`config.mk`:
```
export PLATFORM = sky130hd
export DESIGN_NAME = multicycle_ctrl_fsm
export DESIGN_NICKNAME = d
export VERILOG_FILES = /design/src/rtl/multicycle_ctrl_fsm.sv
export SDC_FILE = /design/constraint.sdc
export NUM_CORES = 1
export LEC_CHECK = 0
export CAP_MARGIN = 20
export CORE_MARGIN = 3
export CORE_UTILIZATION = 51
export DETAILED_ROUTE_END_ITERATION = 8
export GPL_TIMING_DRIVEN = 0
export PLACE_DENSITY = 0.92
export REMOVE_ABC_BUFFERS = 1
export SLEW_MARGIN = 20
export SYNTH_ARGS = -nofsm -noshare
export SYNTH_HDL_FRONTEND = slang
export SYNTH_SLANG_ARGS = --single-unit
```
`constraint.sdc`:
```
create_clock -name clk -period 2.98 [get_ports clk]
set_input_delay 0.894 -clock clk [delete_from_list [all_inputs] [get_ports clk]]
set_output_delay 0.894 -clock clk [all_outputs]
set_load 0.02 [all_outputs]
```
`src/rtl/multicycle_ctrl_fsm.sv`:
```
// Multicycle CPU control FSM: registered state, opcode/funct decode, memory
// handshake stall with timeout, illegal-instruction trap and retire counter.
`timescale 1ns/1ps
module multicycle_ctrl_fsm #(
  parameter int          MEM_HANDSHAKE = 1,
  parameter int unsigned TIMEOUT       = 15,
  parameter int unsigned WAIT_W        = 4,
  parameter int unsigned CNT_W         = 16
) (
  input  logic             clk,
  input  logic             reset,
  input  logic [5:0]       opcode,
  input  logic [5:0]       funct,
  input  logic             mem_ready,
  output logic [4:0]       state,
  output logic             pc_we,
  output logic             ir_we,
  output logic             reg_we,
  output logic             mem_re,
  output logic             mem_we,
  output logic [1:0]       alu_sel,
  output logic             instr_done,
  output logic             trap,
  output logic [1:0]       trap_cause,
  output logic [CNT_W-1:0] retired
);

  typedef enum logic [4:0] {
    S_IF        = 5'd0,  S_ID_1      = 5'd1,  S_ID_J      = 5'd2,
    S_ID_BNE    = 5'd3,  S_EX_OP_IMM = 5'd4,  S_EX_ADDI   = 5'd5,
    S_EX_A_OP_B = 5'd6,  S_EX_A_ADD0 = 5'd7,  S_EX_BNE    = 5'd8,
    S_MEM_READ  = 5'd9,  S_MEM_WRITE = 5'd10, S_WB_XORI   = 5'd11,
    S_WB_LW     = 5'd12, S_WB_ALU    = 5'd13, S_WB_JAL    = 5'd14,
    S_WB_JR     = 5'd15, S_TRAP      = 5'd16
  } state_t;

  localparam logic [5:0] OP_XORI = 6'b001110, OP_LW  = 6'b100011,
                         OP_SW   = 6'b101011, OP_RT  = 6'b000000,
                         OP_J    = 6'b000010, OP_JAL = 6'b000011,
                         OP_JR   = 6'b001000, OP_BNE = 6'b000101;
  localparam logic [5:0] FN_ADD = 6'b100000, FN_SUB = 6'b100010,
                         FN_SLT = 6'b101010;
  localparam logic [1:0] C_OPC = 2'b01, C_FUNCT = 2'b10, C_TMO = 2'b11;

  state_t            st, nxt;
  logic [1:0]        nxt_cause;
  logic [WAIT_W-1:0] waitcnt;
  logic              adv, is_mem, funct_ok;

  always_comb begin
    adv       = (MEM_HANDSHAKE == 0) || mem_ready;
    is_mem    = (st == S_IF) || (st == S_MEM_READ) || (st == S_MEM_WRITE);
    funct_ok  = (funct == FN_ADD) || (funct == FN_SUB) || (funct == FN_SLT);
    nxt       = st;
    nxt_cause = 2'b00;
    case (st)
      S_IF: if (adv) begin
        case (opcode)
          OP_J, OP_JAL:                        nxt = S_ID_J;
          OP_BNE:                              nxt = S_ID_BNE;
          OP_XORI, OP_LW, OP_SW, OP_RT, OP_JR: nxt = S_ID_1;
          default: begin nxt = S_TRAP; nxt_cause = C_OPC; end
        endcase
      end
      S_ID_1: begin
        case (opcode)
          OP_XORI:      nxt = S_EX_OP_IMM;
          OP_LW, OP_SW: nxt = S_EX_ADDI;
          OP_JR:        nxt = S_EX_A_ADD0;
          OP_RT: begin
            if (funct_ok) nxt = S_EX_A_OP_B;
            else begin nxt = S_TRAP; nxt_cause = C_FUNCT; end
          end
          default: begin nxt = S_TRAP; nxt_cause = C_OPC; end
        endcase
      end
      S_ID_J:      nxt = (opcode == OP_JAL) ? S_WB_JAL : S_IF;
      S_ID_BNE:    nxt = S_EX_BNE;
      S_EX_OP_IMM: nxt = S_WB_XORI;
      S_EX_ADDI:   nxt = (opcode == OP_SW) ? S_MEM_WRITE : S_MEM_READ;
      S_EX_A_OP_B: nxt = S_WB_ALU;
      S_EX_A_ADD0: nxt = S_WB_JR;
      S_MEM_READ:  if (adv) nxt = S_WB_LW;
      S_MEM_WRITE: if (adv) nxt = S_IF;
      S_EX_BNE, S_WB_XORI, S_WB_LW, S_WB_ALU, S_WB_JAL, S_WB_JR: nxt = S_IF;
      S_TRAP:      nxt = S_TRAP;
      default:     nxt = S_IF;
    endcase
    // A ready arriving on the timeout cycle still advances: only !adv traps.
    if (is_mem && !adv && (TIMEOUT > 0) && (waitcnt == WAIT_W'(TIMEOUT))) begin
      nxt       = S_TRAP;
      nxt_cause = C_TMO;
    end
  end

  always_comb begin
    pc_we      = 1'b0;
    ir_we      = 1'b0;
    reg_we     = 1'b0;
    mem_re     = 1'b0;
    mem_we     = 1'b0;
    alu_sel    = 2'b00;
    instr_done = 1'b0;
    case (st)
      S_IF:        begin mem_re = 1'b1; ir_we = 1'b1; pc_we = adv; end
      S_MEM_READ:  mem_re = 1'b1;
      S_MEM_WRITE: begin mem_we = 1'b1; instr_done = adv; end
      S_WB_XORI, S_WB_LW, S_WB_ALU, S_WB_JAL: begin
        reg_we = 1'b1; instr_done = 1'b1;
      end
      S_WB_JR:     begin pc_we = 1'b1; instr_done = 1'b1; end
      S_ID_J:      begin pc_we = 1'b1; instr_done = (opcode != OP_JAL); end
      S_EX_BNE:    begin pc_we = 1'b1; alu_sel = 2'b01; instr_done = 1'b1; end
      S_EX_OP_IMM: alu_sel = 2'b11;
      S_EX_A_OP_B: begin
        case (funct)
          FN_SUB:  alu_sel = 2'b01;
          FN_SLT:  alu_sel = 2'b10;
          default: alu_sel = 2'b00;
        endcase
      end
      default: ;
    endcase
  end

  always_ff @(posedge clk) begin
    if (reset) begin
      st         <= S_IF;
      trap       <= 1'b0;
      trap_cause <= 2'b00;
      retired    <= '0;
      waitcnt    <= '0;
    end else begin
      st <= nxt;
      if (nxt == S_TRAP && st != S_TRAP) begin
        trap       <= 1'b1;
        trap_cause <= nxt_cause;
      end
      if (nxt != st)             waitcnt <= '0;
      else if (is_mem && !adv)   waitcnt <= waitcnt + WAIT_W'(1);
      if (instr_done)            retired <= retired + CNT_W'(1);
    end
  end

  assign state = st;

endmodule

```
==> flow_summary.yaml, run 1 <==
worst_setup_path:
  cp-startpoint: "funct[0]"
  cp.required_ns: 2.09
  crit_family: "simple AND/OR/NAND/NOR gates"
  cp-end-kind: "primary output"
  critical_path_arrival_ns: 2.01
  worstSetupPathType: "in2out"
  rr_startpoint: "state[2]"
  crit_buf_inv: 2
  slowest_delay_ns: 0.30
  worstPathMaxFanout: 2
  crit_top_cell: "a21oi_2"
  cp-start-kind: "input port"
  cp_slowest_cell: "nor4b_4"
  crit_chain: "clkbuf_2, nor4b_4, nand3b_1, a21oi_2, a21oi_2, nor3_1, buf_2"
clocking:
  ctsLongestPathBuffers: 2
  cts_tree: "done"
  hold_buffers: 0
  clk_latency_ns: 0.28
  cts.clk_slew.worst_paths_ns: 0.09
  clock-root-buffer: "clkbuf_8"
  htreeDepth: 1
  cts.sinks: 28
  cts_buffers: 3
sta:
  slew_viol_final: 0
  setup_slack_ns: 0.0795
  setup_viol: 0
  max_freq_mhz: 345
  hold_slack_ns: 0.452
  period_share: 0.973
  hold_viol_final: 0
  skew_ns: 0.00745
  maxSlewHeadroom: 0.398
  rsz0062_at_grt: "no"
  min_period_ns: 2.90
  worst_slew_pin_slew_ns: 0.900
power_and_ir_drop:
  power_mw: 0.829
  powerDensity_nw_per_um2: 315
  p_leak_nw: 0.874
  ir_drop_v: 0.000240
routing:
  routed_wl_um: 5250
  dr.first_iter.drc_count: 122
  drc_errors: 0
  vias: 2105
  first_pass_iters: 4
  ant_nets: 0
  vias_per_cell: 6.15
  drt-wirelength-per-cell_um: 15.4
place:
  io_buffers: 46
  dpl.hpwl_um: 3580
  dpl_worst_slack_ns: -1.25
  place.gp.congestion: 0.883
die:
  initial_core_util: 0.548
  rows: 22
  dieArea_um2: 4880
  die_h_um: 69.9
  core_um2: 3800
  io_pins: 47
  die_w_um: 69.9
job:
  drv_cap: 0
synthesis:
  syn-mean-instance-area_um2: 7.91
  syn_inst: 263
  ys_ff_latch: 28
  synth_area_leaders: "dfxtp_1 (27%), xnor2_1 (6.7%), nor2_1 (5.2%)"
  synth.top_cell.area_share: 0.269
  syn_area_um2: 2080
  synth_edf_count: 0
  synth.most_common_cell: "nor2_1"
  ys_types: 54
  ys.warnings.count: 0
  synth_top_area_cell: "dfxtp_1"
  ys.flop_type: "dfxtp_1"
  synthArstFlopShare: 0
  synth_common_cells: "nor2_1 (29), dfxtp_1 (28), xnor2_1 (16)"
  ys_seq_area_frac: 0.269
global_routing:
  antenna_found_initial: 0
  grt_pass1_wl_um: 9070
  track_usage: 0.216
  grt-ovfl-total: 0
  grt_max_degree: 32
  grt_pass1_vias: 1957
finish:
  layout.nets: 312
  antenna_cells: 0
  final_core_util: 0.694
  syn_to_final_growth_pct: 26.6
  drive_above_1_share: 0.143
run_status:
  outcome: "finished, final reports clean"
hold_path:
  hold_class: "reg2reg"
  worst_hold_startpoint: "trap"
per-layer routing:
| layer | global-route usage | wire (um) | part of all wire |
|---|---|---|---|
| met1 | 0.286 | 2260 | 0.43 |
| met2 | 0.373 | 2690 | 0.51 |
| met3 | 0.0345 | 248 | 0.047 |
| met4 | 0.0404 | 55 | 0.010 |
| met5 | 0 | 0 | 0 |
cells in the final DEF (no fill, tap or decap), types with 7 or more instances in the layout:
cell,count
nor2_1,29
nand3_1,11
a2111oi_0,8
o21ai_0,10
clkdlybuf4s50_1,28
a211oi_1,13
nand2_1,13
nor3_1,10
xnor2_1,16
inv_1,7
a21oi_1,8
dfxtp_1,23
nor4_1,7
clkbuf_2,7
kinds of logic (layout without fill, tap and decap cells):
group	count (synthesis)	count (layout)	share of synthesized area
multiplexers	2	2	0.00962
XOR/XNOR	20	20	0.0842
AO/OA/AOI/OAI	65	65	0.245
adder cells (fa/ha/maj)	2	2	0.0120
flip-flops	28	28	0.269
buffers and inverters	30	61	0.0655
AND/OR/NAND/NOR	116	116	0.314
per-stage QoR:
stage                     std cells  area (um^2)  setup TNS (ns)
after global placement          334         2490          -12.18
after global routing            342         2640               0
after floorplan                 240         1970          -0.227
after CTS                       342         2640         -0.0145
after detailed placement        334         2490           -7.55
final                           342         2640               0
flip-flops by register name (all words and copies together) (netlist names):
name        cells
retired        16
state           5
trap_cause      2
waitcnt         4
trap            1
layout make-up:
type	count	area [um^2]
Clock buffer	3	41.3
Clock inverter	1	30.0
Fill cell	317	1160
Inverter	7	26.3
Multi-Input combinational cell	205	1460
Sequential cell	28	577
Tap cell	48	60.1
Timing Repair Buffer	50	444
power by group:
group	switching [mW]	total, mW	leakage, nW	internal [mW]
registers	0.0183	0.398	0.230	0.380
logic	0.0733	0.132	0.608	0.0589
clock network	0.119	0.299	0.0357	0.180
total	0.211	0.829	0.874	0.618
worst register-to-register path, cell delays in order (launching register included):
cell and delay (ns):
dfxtp_4 0.53, or3b_1 0.44, or4_4 0.56, o211a_1 0.14, and2_1 0.18, o311ai_4 0.30, nor4_1 0.12
worst paths after layout:
check	to	slack [ns]	cells past startpoint
worst max register to register	waitcnt[0]	0.58	6
worst max-delay path	alu_sel[0]	0.08	7
worst min register to register	trap	0.45	2
worst min-delay path	trap	0.45	2
what timing repair did:
action                     CTS  global route
pin swaps                    8             6
buffers inserted             4             0
resized for setup           48            25
setup endpoints to repair   10             7
(Power assumes the default switching activity.)
==> run 2, diff against run 1 <==
--- a/config.mk
+++ b/config.mk
@@ -10,9 +10,10 @@
 export CORE_UTILIZATION = 51
 export DETAILED_ROUTE_END_ITERATION = 8
 export GPL_TIMING_DRIVEN = 0
-export PLACE_DENSITY = 0.92
+export MAX_ROUTING_LAYER = met4
+export PLACE_DENSITY_LB_ADDON = 0.08
 export REMOVE_ABC_BUFFERS = 1
-export SLEW_MARGIN = 20
+export SLEW_MARGIN = 10
 export SYNTH_ARGS = -nofsm -noshare
 export SYNTH_HDL_FRONTEND = slang
 export SYNTH_SLANG_ARGS = --single-unit
==> flow_summary.yaml, run 2 (same netlist as run 1, synthesis figures left out) <==
global_routing:
  grt_max_degree: 32
  grt_pass1_vias: 1828
  track_usage: 0.218
  antenna_found_initial: 0
  grt_pass1_wl_um: 8880
  grt-ovfl-total: 0
clocking:
  cts_tree: "done"
  clk_latency_ns: 0.27
  clock-root-buffer: "clkbuf_8"
  cts_buffers: 3
  htreeDepth: 1
  cts.clk_slew.worst_paths_ns: 0.09
  cts.sinks: 28
  ctsLongestPathBuffers: 2
  hold_buffers: 0
worst_setup_path:
  worstPathMaxFanout: 3
  critical_path_arrival_ns: 1.98
  worstSetupPathType: "in2out"
  rr_worst_depth: 6
  reg2reg_slack_ns: 0.62
  cp-end-kind: "primary output"
  rr_startpoint: "state[2]"
  cp.required_ns: 2.09
  cp-start-kind: "input port"
  reg2reg_to: "waitcnt[1]"
run_status:
  outcome: "finished, final reports clean"
power_and_ir_drop:
  ir_drop_v: 0.000303
  p_switching_mw: 0.209
  p_int_mw: 0.620
  p_leak_nw: 0.886
  combPwrFrac: 0.160
  p_clk_frac: 0.360
  powerDensity_nw_per_um2: 314
  power_frac_seq: 0.480
  p_sw_frac: 0.252
  power_mw: 0.829
sta:
  skew_ns: 0.00556
  slew_viol_final: 0
  period_share: 0.965
  worst_slew_pin_slew_ns: 0.942
  min_period_ns: 2.88
  rsz0062_at_grt: "yes"
  setup_viol: 0
  hold_viol_final: 0
  maxSlewHeadroom: 0.370
  max_freq_mhz: 348
place:
  io_buffers: 46
  place.gp.congestion: 0.855
  placed_cells: 335
  dpl.hpwl_um: 3530
  placed_area_um2: 2500
finish:
  final_cell_mix: "nor2_1 (29), clkdlybuf4s50_1 (28), dfxtp_1 (23)"
  fin_area_um2: 2640
  layout.nets: 312
  stdcell_count: 342
  largest_reg_flops: 16
  final_common_cell: "nor2_1"
  antenna_cells: 0
  regMostFlops: "retired"
  syn_to_final_growth_pct: 26.9
  drive_above_1_share: 0.153
hold_path:
  worst_hold_startpoint: "trap_cause[0]"
  hold_class: "reg2reg"
  holdPathStages: 2
  worstHoldEndpoint: "trap_cause[0]"
die:
  dieArea_um2: 4880
  core_um2: 3800
  die_w_um: 69.9
  initial_core_util: 0.548
  rows: 22
  die_h_um: 69.9
  io_pins: 47
routing:
  dr.first_iter.drc_count: 205
  first_pass_iters: 4
  drc_errors: 0
  ant_nets: 0
  vias: 2052
  vias_per_cell: 6.00
  drt-wirelength-per-cell_um: 15.1
  routed_wl_um: 5160
job:
  drv_cap: 0
==> run 2: repair_timing <==
action / CTS / global route
buffers inserted: 3 / 0
setup endpoints to repair: 8 / 5
pin swaps: 8 / 6
gates resized for setup: 51 / 33
==> run 2: worst max-delay path, stage by stage <==
cell and delay (ns):
buf_8 0.10, nor4b_4 0.31, nand3b_1 0.14, a21oi_2 0.15
a21oi_1 0.07, nor3_1 0.13, buf_2 0.19
==> run 2: worst max-delay path by stage <==
stage | startpoint | end | slack, ns | cells after the start
global route | funct[2] | alu_sel[0] | -0.07 | 7
floorplan | funct[0] | alu_sel[0] | -0.13 | 5
global placement | mem_ready | instr_done | -1.63 | 6
finish | funct[2] | alu_sel[0] | 0.10 | 7
CTS | opcode[1] | instr_done | 0.004 | 6
detailed placement | opcode[2] | instr_done | -1.25 | 6
==> run 2: final cells by class <==
cell class                 count  area (um^2)
clock inverter                 1         30.0
tap                           48         60.1
timing repair buffer          50          449
inverter                       7         26.3
fill                         341         1160
clock buffer                   3         41.3
sequential                    28          577
multi-input combinational    205         1460
==> run 2: power groups by stage <==
stage                     clock network [mW]  logic [mW]  registers (mW)
after floorplan                            0      0.0618           0.410
after global placement                     0       0.132           0.408
after detailed placement                   0       0.132           0.408
after CTS                              0.307       0.134           0.400
after global routing                   0.317       0.145           0.401
final                                  0.298       0.133           0.398
==> run 2: metal layers <==
layer / wire, um / GRT usage
met1: 2630 / 0.330
met2: 2280 / 0.312
met3: 232 / 0.0317
met4: 22 / 0.0362
met5: 0 / -
==> run 2: stage by stage <==
stage          setup TNS, ns  hold slack (ns)   util  setup WS, ns
5_1_grt              -0.0693            0.483  0.695       -0.0693
3_5_place_dp           -6.73            0.449  0.658         -1.25
2_1_floorplan         -0.227            0.516      -        -0.131
6_report                   0            0.462  0.695         0.104
3_3_place_gp          -12.40            0.436  0.656         -1.63
4_1_cts                    0            0.468  0.697       0.00384
==> run 3, diff against run 2 <==
--- a/config.mk
+++ b/config.mk
@@ -8,6 +8,7 @@
 export CAP_MARGIN = 20
 export CORE_MARGIN = 3
 export CORE_UTILIZATION = 51
+export CTS_CLUSTER_DIAMETER = 60
 export DETAILED_ROUTE_END_ITERATION = 8
 export GPL_TIMING_DRIVEN = 0
 export MAX_ROUTING_LAYER = met4
==> results of run 3 <==
No change in the layout: final DEF, timing and power equal those of run 2.
